==> src/rtl/cpu_mem_sys.sv <==
// Instruction/data memory subsystem for the 16-bit CPU. It has a registered fetch port,
// a wait-stated data port with a request/ready handshake, and a program-load port.
module cpu_mem_sys #(
    parameter int unsigned DW     = 16,
    parameter int unsigned IAW    = 7,
    parameter int unsigned DAW    = 7,
    parameter int unsigned IDEPTH = 128,
    parameter int unsigned DDEPTH = 128,
    parameter int unsigned WAIT   = 0,
    localparam int unsigned LAW   = (IAW > DAW) ? IAW : DAW
) (
    input  logic           CK,
    input  logic           RST,
    input  logic [IAW-1:0] IA,
    output logic [DW-1:0]  ID,
    input  logic           DREQ,
    input  logic           RW,
    input  logic [DAW-1:0] DA,
    input  logic [DW-1:0]  DDW,
    output logic [DW-1:0]  DDR,
    output logic           DRDY,
    output logic           BUSY,
    output logic           ERR,
    input  logic           LD_EN,
    input  logic           LD_SEL,
    input  logic [LAW-1:0] LD_ADDR,
    input  logic [DW-1:0]  LD_DATA
);

    localparam logic [1:0] S_IDLE = 2'd0;
    localparam logic [1:0] S_WAIT = 2'd1;
    localparam logic [1:0] S_CMPL = 2'd2;

    logic [DW-1:0] imem [IDEPTH];
    logic [DW-1:0] dmem [DDEPTH];

    logic [1:0]     state_q, state_d;
    logic [3:0]     cnt_q, cnt_d;
    logic           rw_q, rw_d;
    logic [DAW-1:0] da_q, da_d;
    logic [DW-1:0]  ddw_q, ddw_d;
    logic [DW-1:0]  id_q, id_d;
    logic [DW-1:0]  ddr_q, ddr_d;
    logic           drdy_q, drdy_d;
    logic           busy_q, busy_d;
    logic           err_q, err_d;

    logic [IAW-1:0] ld_ia;
    logic [DAW-1:0] ld_da;
    logic           ia_ok, da_ok, ld_i_ok, ld_d_ok, cmpl_wr;

    assign ld_ia   = LD_ADDR[IAW-1:0];
    assign ld_da   = LD_ADDR[DAW-1:0];
    assign ia_ok   = 32'(IA) < IDEPTH;
    assign da_ok   = 32'(da_q) < DDEPTH;
    assign ld_i_ok = 32'(ld_ia) < IDEPTH;
    assign ld_d_ok = 32'(ld_da) < DDEPTH;
    assign cmpl_wr = (state_q == S_CMPL) && !rw_q && da_ok;

    always_comb begin
        id_d    = ia_ok ? imem[IA] : '0;
        state_d = state_q;
        cnt_d   = cnt_q;
        rw_d    = rw_q;
        da_d    = da_q;
        ddw_d   = ddw_q;
        ddr_d   = ddr_q;
        busy_d  = busy_q;
        drdy_d  = 1'b0;
        err_d   = 1'b0;
        case (state_q)
            S_IDLE: begin
                if (DREQ) begin
                    rw_d    = RW;
                    da_d    = DA;
                    ddw_d   = DDW;
                    cnt_d   = 4'(WAIT);
                    busy_d  = 1'b1;
                    state_d = (WAIT == 0) ? S_CMPL : S_WAIT;
                end
            end
            S_WAIT: begin
                cnt_d = cnt_q - 4'd1;
                if (cnt_q == 4'd1) state_d = S_CMPL;
            end
            S_CMPL: begin
                if (rw_q) ddr_d = da_ok ? dmem[da_q] : '0;
                drdy_d  = 1'b1;
                err_d   = !da_ok;
                busy_d  = 1'b0;
                state_d = S_IDLE;
            end
            default: state_d = S_IDLE;
        endcase
    end

    always_ff @(posedge CK) begin
        if (RST) begin
            state_q <= S_IDLE;
            cnt_q   <= '0;
            rw_q    <= 1'b0;
            da_q    <= '0;
            ddw_q   <= '0;
            id_q    <= '0;
            ddr_q   <= '0;
            drdy_q  <= 1'b0;
            busy_q  <= 1'b0;
            err_q   <= 1'b0;
        end else begin
            state_q <= state_d;
            cnt_q   <= cnt_d;
            rw_q    <= rw_d;
            da_q    <= da_d;
            ddw_q   <= ddw_d;
            id_q    <= id_d;
            ddr_q   <= ddr_d;
            drdy_q  <= drdy_d;
            busy_q  <= busy_d;
            err_q   <= err_d;
        end
    end

    // Load write is issued last so it wins a same-address collision with a completing write.
    always_ff @(posedge CK) begin
        if (!RST) begin
            if (cmpl_wr) dmem[da_q] <= ddw_q;
            if (LD_EN && LD_SEL && ld_d_ok) dmem[ld_da] <= LD_DATA;
            if (LD_EN && !LD_SEL && ld_i_ok) imem[ld_ia] <= LD_DATA;
        end
    end

    assign ID   = id_q;
    assign DDR  = ddr_q;
    assign DRDY = drdy_q;
    assign BUSY = busy_q;
    assign ERR  = err_q;

endmodule

==> config.mk <==
export PLATFORM = sky130hd
export DESIGN_NAME = cpu_mem_sys
export DESIGN_NICKNAME = d
export VERILOG_FILES = /design/src/rtl/cpu_mem_sys.sv
export SDC_FILE = /design/constraint.sdc
export NUM_CORES = 2
export LEC_CHECK = 0
export ABC_CLOCK_PERIOD_IN_PS = 5100
export CAP_MARGIN = 20
export CORE_MARGIN = 4
export CORE_UTILIZATION = 36
export CTS_BUF_LIST = sky130_fd_sc_hd__clkbuf_8
export DETAILED_ROUTE_END_ITERATION = 10
export SYNTH_ARGS = -nofsm -noshare
export SYNTH_HDL_FRONTEND = slang
export SYNTH_SLANG_ARGS = --single-unit
==> constraint.sdc <==
create_clock -name CK -period 5.1 [get_ports CK]
set_input_delay 0.51 -clock CK [delete_from_list [all_inputs] [get_ports CK]]
set_output_delay 0.51 -clock CK [all_outputs]
set_load 0.005 [all_outputs]
# Word-level counts from Yosys, hierarchy flattened
# Memories as Yosys holds them, arrays and structs flattened. A register that Yosys moved wholly into a read port is not among the register bits.
# Index checks and enable logic that the tools add are counted.
dict set report classes {
  n_eq_ne 5
  add_sub_neg 1
  n_mux 17
  n_reduce_logical 13
}
# op count
set ops {}
lappend ops {{2-to-1 mux 1 bit} 11}
lappend ops {{AND reduction 2 bit} 5}
lappend ops {{one-hot mux 4 bit (2 select lines)} 1}
lappend ops {{== test 4 x 1 -> 1 bit, second input constant} 1}
lappend ops {{2-to-1 mux 2 bit} 2}
lappend ops {{2-to-1 mux 4 bit} 1}
lappend ops {{!= test 2 bit, second input constant} 2}
lappend ops {{one-hot mux 2 bit (2 select lines)} 1}
lappend ops {{nonzero test 2 bit} 2}
lappend ops {{subtractor 4 x 1 -> 4 bit, second input constant} 1}
lappend ops {{logical AND 1 bit} 3}
lappend ops {{== test 2 x 1 -> 1 bit, second input constant} 1}
lappend ops {{== test 2 bit, second input constant} 1}
lappend ops {{zero test 1 bit} 2}
lappend ops {{zero test 2 bit} 1}
lappend ops {{one-hot mux 1 bit (2 select lines)} 1}
dict set report totals {
  in_bits 59
  ramBits 4096
  out_inout_bits 35
  ff_bits 32
  mem_count 2
}
# memory words width read_ports rd_ports_with_merged_regs wr line_no
set mem_list {}
lappend mem_list {dmem 128 16 1 1 2 35} ;# logic [DW-1:0] dmem [DDEPTH];
lappend mem_list {imem 128 16 1 1 1 34} ;# logic [DW-1:0] imem [IDEPTH];

# Logic depth before layout (Yosys ltp)
dict set report logic_depth {
  depth_word 5
  ltp_mapped 12
  depth_no_buf 7
}

# Worst setup path before layout
# No wires, ideal clock.
dict set report synth_path {
  path_kind {reg2reg}
  from {register da_q[2]}
  to {memory dmem[76][0] (enable)}
  path_stages_with_launch 10
  n_path_buf 7
  path_slack_ns 1.839
  required_ns 4.689
  synth_period_minus_slack_ns 3.261
  arrival_time_ns 2.849
  path_cell_list {dfxtp_1 buf_2 buf_4 buf_2 buf_4 buf_2 buf_4 buf_2 nand2_1 o21ai_0}
}
# element line_no
set synth_lines {}
lappend synth_lines {{from (decl)} 40} ;# logic [DAW-1:0] da_q, da_d;
lappend synth_lines {{from (signal assigned)} 102} ;# da_q <= '0;
lappend synth_lines {{from (signal assigned)} 113} ;# da_q <= da_d;
lappend synth_lines {{to (decl)} 35}

==> impl_metrics.tcl <==
set metrics [dict create \
    run_status "completed" \
    path_cells "buf_4 > buf_4 > mux4_2 > o21ai_0 > a21oi_1 > a21oi_1 > and3_1 > a311oi_1" \
    h-tree-depth 6 \
    worst_slack_ps 818 \
    post_cts_buffers 0 \
    pin_count 94 \
    period_needed_ps 4280 \
    wl_per_cell_um 34.4 \
    swShare_pct 24.9 \
    setup_viol_count_final 0 \
    synth_edf_count 4096 \
    crit_fanout 31 \
    synth.yosys.seq_area_share_pct 66.6 \
    yosys_warnings 0 \
    rows 264 \
    worstSetupStartpoint "da_q[1]" \
    cp_slowest_stage_delay_ps 860 \
    gr-total-overflow 0 \
    slew_headroom_pct 9.76 \
    cp_top_family "compound AO/OA/AOI/OAI gates" \
    clk_path_buf_depth 4 \
    syn_avg_cell_area_um2 17.6 \
    finalHoldViolations 0 \
    r2r-end "DDR[10]" \
    cts_buffers 671 \
    worst_setup_path_end_kind "flip-flop" \
    drt-total-wl_um 638000 \
    slowest_stage "dfxtp_4" \
    ys_top_cells_by_area "edfxtp_1, mux2_2, mux4_2" \
    drt_iter0_markers 17200 \
    synth-seq-cells 4154 \
    synth_cell_types 70 \
    cts_tree "yes" \
    fmax_mhz 234 \
    syn2layout_area_growth_pct 13.6 \
    final_area_mm2 0.212 \
    crit_path_start_kind "flip-flop" \
    fp.dieW_um 728 \
    reg2reg_depth 8 \
    grt_pass1_vias 111000 \
    clkPwrFrac_pct 38.5 \
    final_core_util_pct 41.0 \
    power.switching_w 0.0175 \
    maxCapViolCount 0 \
    synth_nets 10600 \
    totalNegativeSetupSlack_ps 0 \
    hold_depth 2 \
    drcViolationCount 0 \
    yosysTopAreaCell "edfxtp_1" \
    clock_skew_ps 111 \
    num_vias 112000 \
    netlist_instances 10600 \
    holdPathEnd "dmem[104][10]" \
    gp_congestion 0.961 \
    power.density_mw_per_mm2 333 \
    syn_area_mm2 0.186 \
    cts_sinks 4154 \
    ff2ff_setup_slack_ps 820 \
    arrival_ps 5460 \
    grt_pass1_wl_um 882000 \
    grt_max_degree 159 \
    die_h_um 728 \
    core_area_mm2 0.516 \
    crit_type "reg2reg" \
    rr_startpoint "da_q[1]" \
    period_share_pct 84.0 \
    postPlaceCellArea_mm2 0.199 \
    drive_above_1_share_pct 39.5 \
    tightest_slew_ps 1350 \
    required_ps 6280 \
    rsz0062_at_grt "false" \
    clk_pin_slew_ps 70 \
    postSynth.asyncResetShare_pct 0 \
    synth_top_area_share_pct 66.0 \
    hp-start "LD_DATA[10]" \
    clk_latency_ps 1310 \
    dp_hpwl_um 382000 \
    p_leak_nw 69.3 \
    internal_power_w 0.0529 \
    dieArea_mm2 0.529 \
    postRouteAntennaNets 0 \
    pre_cts_ws_ps 822 \
    ir_drop_v 0.000276 \
    worst_hold_path_type "in2reg" \
    synth_flop_cell "edfxtp_1" \
    nets 11100 \
    drv_slew 0 \
    cts-root-buf "clkbuf_8" \
    holdWs_ps 80.2 \
    grt_antenna_before_repair 65 \
    p_comb_share_pct 7.9 \
    start_util_pct 36.1 \
    pwr-share-seq_pct 53.7 \
    io_buffers 92 \
    cp_num_buf_inv 2 \
    dr.pass1.iters 6 \
    track_usage_pct 23.3 \
    vias_per_cell 6.04 \
]
==> stage by stage <==
step           instances  power [W]
3_3_place_gp       17300     0.0438
5_1_grt            18500     0.0725
4_1_cts            18500     0.0707
2_1_floorplan      10600     0.0414
6_report           18500     0.0705
3_5_place_dp       17300     0.0439
==> cells in the final DEF, fill, tap and decap left out, drive strengths merged, types with 8 or more instances in the layout <==
cell type | netlist | routed
o21ai | 207 | 207
bufinv | 0 | 13
a221o | 58 | 58
clkinvlp | 0 | 11
a311oi | 19 | 19
inv | 95 | 356
nand2 | 330 | 330
a222oi | 13 | 13
a22o | 16 | 16
buf | 395 | 813
mux2i | 254 | 254
o211ai | 15 | 15
mux4 | 820 | 820
nand2b | 10 | 10
and3 | 13 | 13
clkdlybuf4s50 | 0 | 70
or3 | 10 | 10
dfxtp | 58 | 58
o2bb2ai | 9 | 9
edfxtp | 4096 | 4096
a221oi | 148 | 148
o221ai | 39 | 39
and2 | 8 | 8
nor2b | 29 | 29
a31oi | 26 | 26
mux2 | 2223 | 2223
nor2 | 351 | 351
clkbuf | 698 | 690
dlygate4sd3 | 0 | 39
a22oi | 71 | 71
diode | 0 | 32
nor3 | 21 | 21
nand3 | 30 | 30
nor4 | 27 | 27
a21oi | 159 | 159
a211oi | 30 | 30
o22ai | 181 | 181
clkinv | 38 | 255
==> area by class of cell <==
type | count | area [um^2]
antenna | 32 | 80.1
clock buffer | 690 | 9500
clock inverter | 502 | 2690
fill | 45800 | 304000
inverter | 133 | 509
multi-input combinational | 5187 | 57700
sequential | 4154 | 124000
tap | 6916 | 8650
timing repair buffer | 922 | 8460
==> power by group through the flow <==
stage	combinational (W)	clock [W]	sequential (W)
after CTS	0.00541	0.0275	0.0378
after global routing	0.00569	0.0290	0.0378
after floorplan	0.00303	0	0.0383
after detailed placement	0.00537	0	0.0385
final	0.00555	0.0271	0.0378
after global placement	0.00526	0	0.0385
==> worst max path at each step <==
stage,to,slack (ps),cells past startpoint
2_1_floorplan,dmem[76][0],1840,9
3_3_place_gp,dmem[100][9],840,9
3_5_place_dp,dmem[4][7],820,8
4_1_cts,DDR[10],1100,6
5_1_grt,DDR[10],920,6
6_report,DDR[10],820,8
==> cell usage after synthesis, types with 71 or more instances <==
cell,number
a21oi_1,159
mux2_2,1887
a221oi_1,148
buf_2,248
o22ai_1,181
o21ai_0,195
edfxtp_1,4096
nand2_1,320
inv_1,84
mux4_2,820
clkbuf_1,698
a22oi_1,71
mux2i_1,254
nor2_1,305
mux2_1,336
buf_4,78
==> routing by layer <==
metal | wire (um) | vias up | part of all wire [%] | GRT usage (%)
li1 | - | 43600 | - | -
met1 | 243000 | 58800 | 38 | 31.2
met2 | 284000 | 7739 | 45 | 35.1
met3 | 75300 | 1730 | 12 | 6.49
met4 | 35500 | 20 | 5.6 | 11.4
met5 | 165 | - | 0.026 | 0
==> cell families after synthesis <==
group                  count (synthesis)  share of synthesized area, %
AO/OA/AOI/OAI                       1031                          3.80
buffers and inverters               1226                          2.86
AND/OR/NAND/NOR                      858                          2.03
flip-flops                          4154                          66.6
multiplexers                        3297                          24.7
other                                  1                       0.00201
==> state kept, by name (all words and copies together) (netlist names) <==
register  cells
rw_q          1
state_q       1
DDR          16
ID           16
DRDY          1
da_q          7
ddw_q        16
dmem       2048
imem       2048
==> worst register-to-register path, cell delays in order (launching register included) <==
cell and delay [ps]:
dfxtp_4 860, buf_4 470, buf_4 350, mux4_2 570, o21ai_0 680, a21oi_1 340, a21oi_1 420, and3_1 380
a311oi_1 130
==> timing repair <==
action                     4_1_cts  5_1_grt
setup endpoints to repair        0        0
hold endpoints to repair       950        0
hold buffers                    39        0
gates resized for setup          0        0
Power figures use the tool's default switching activity.
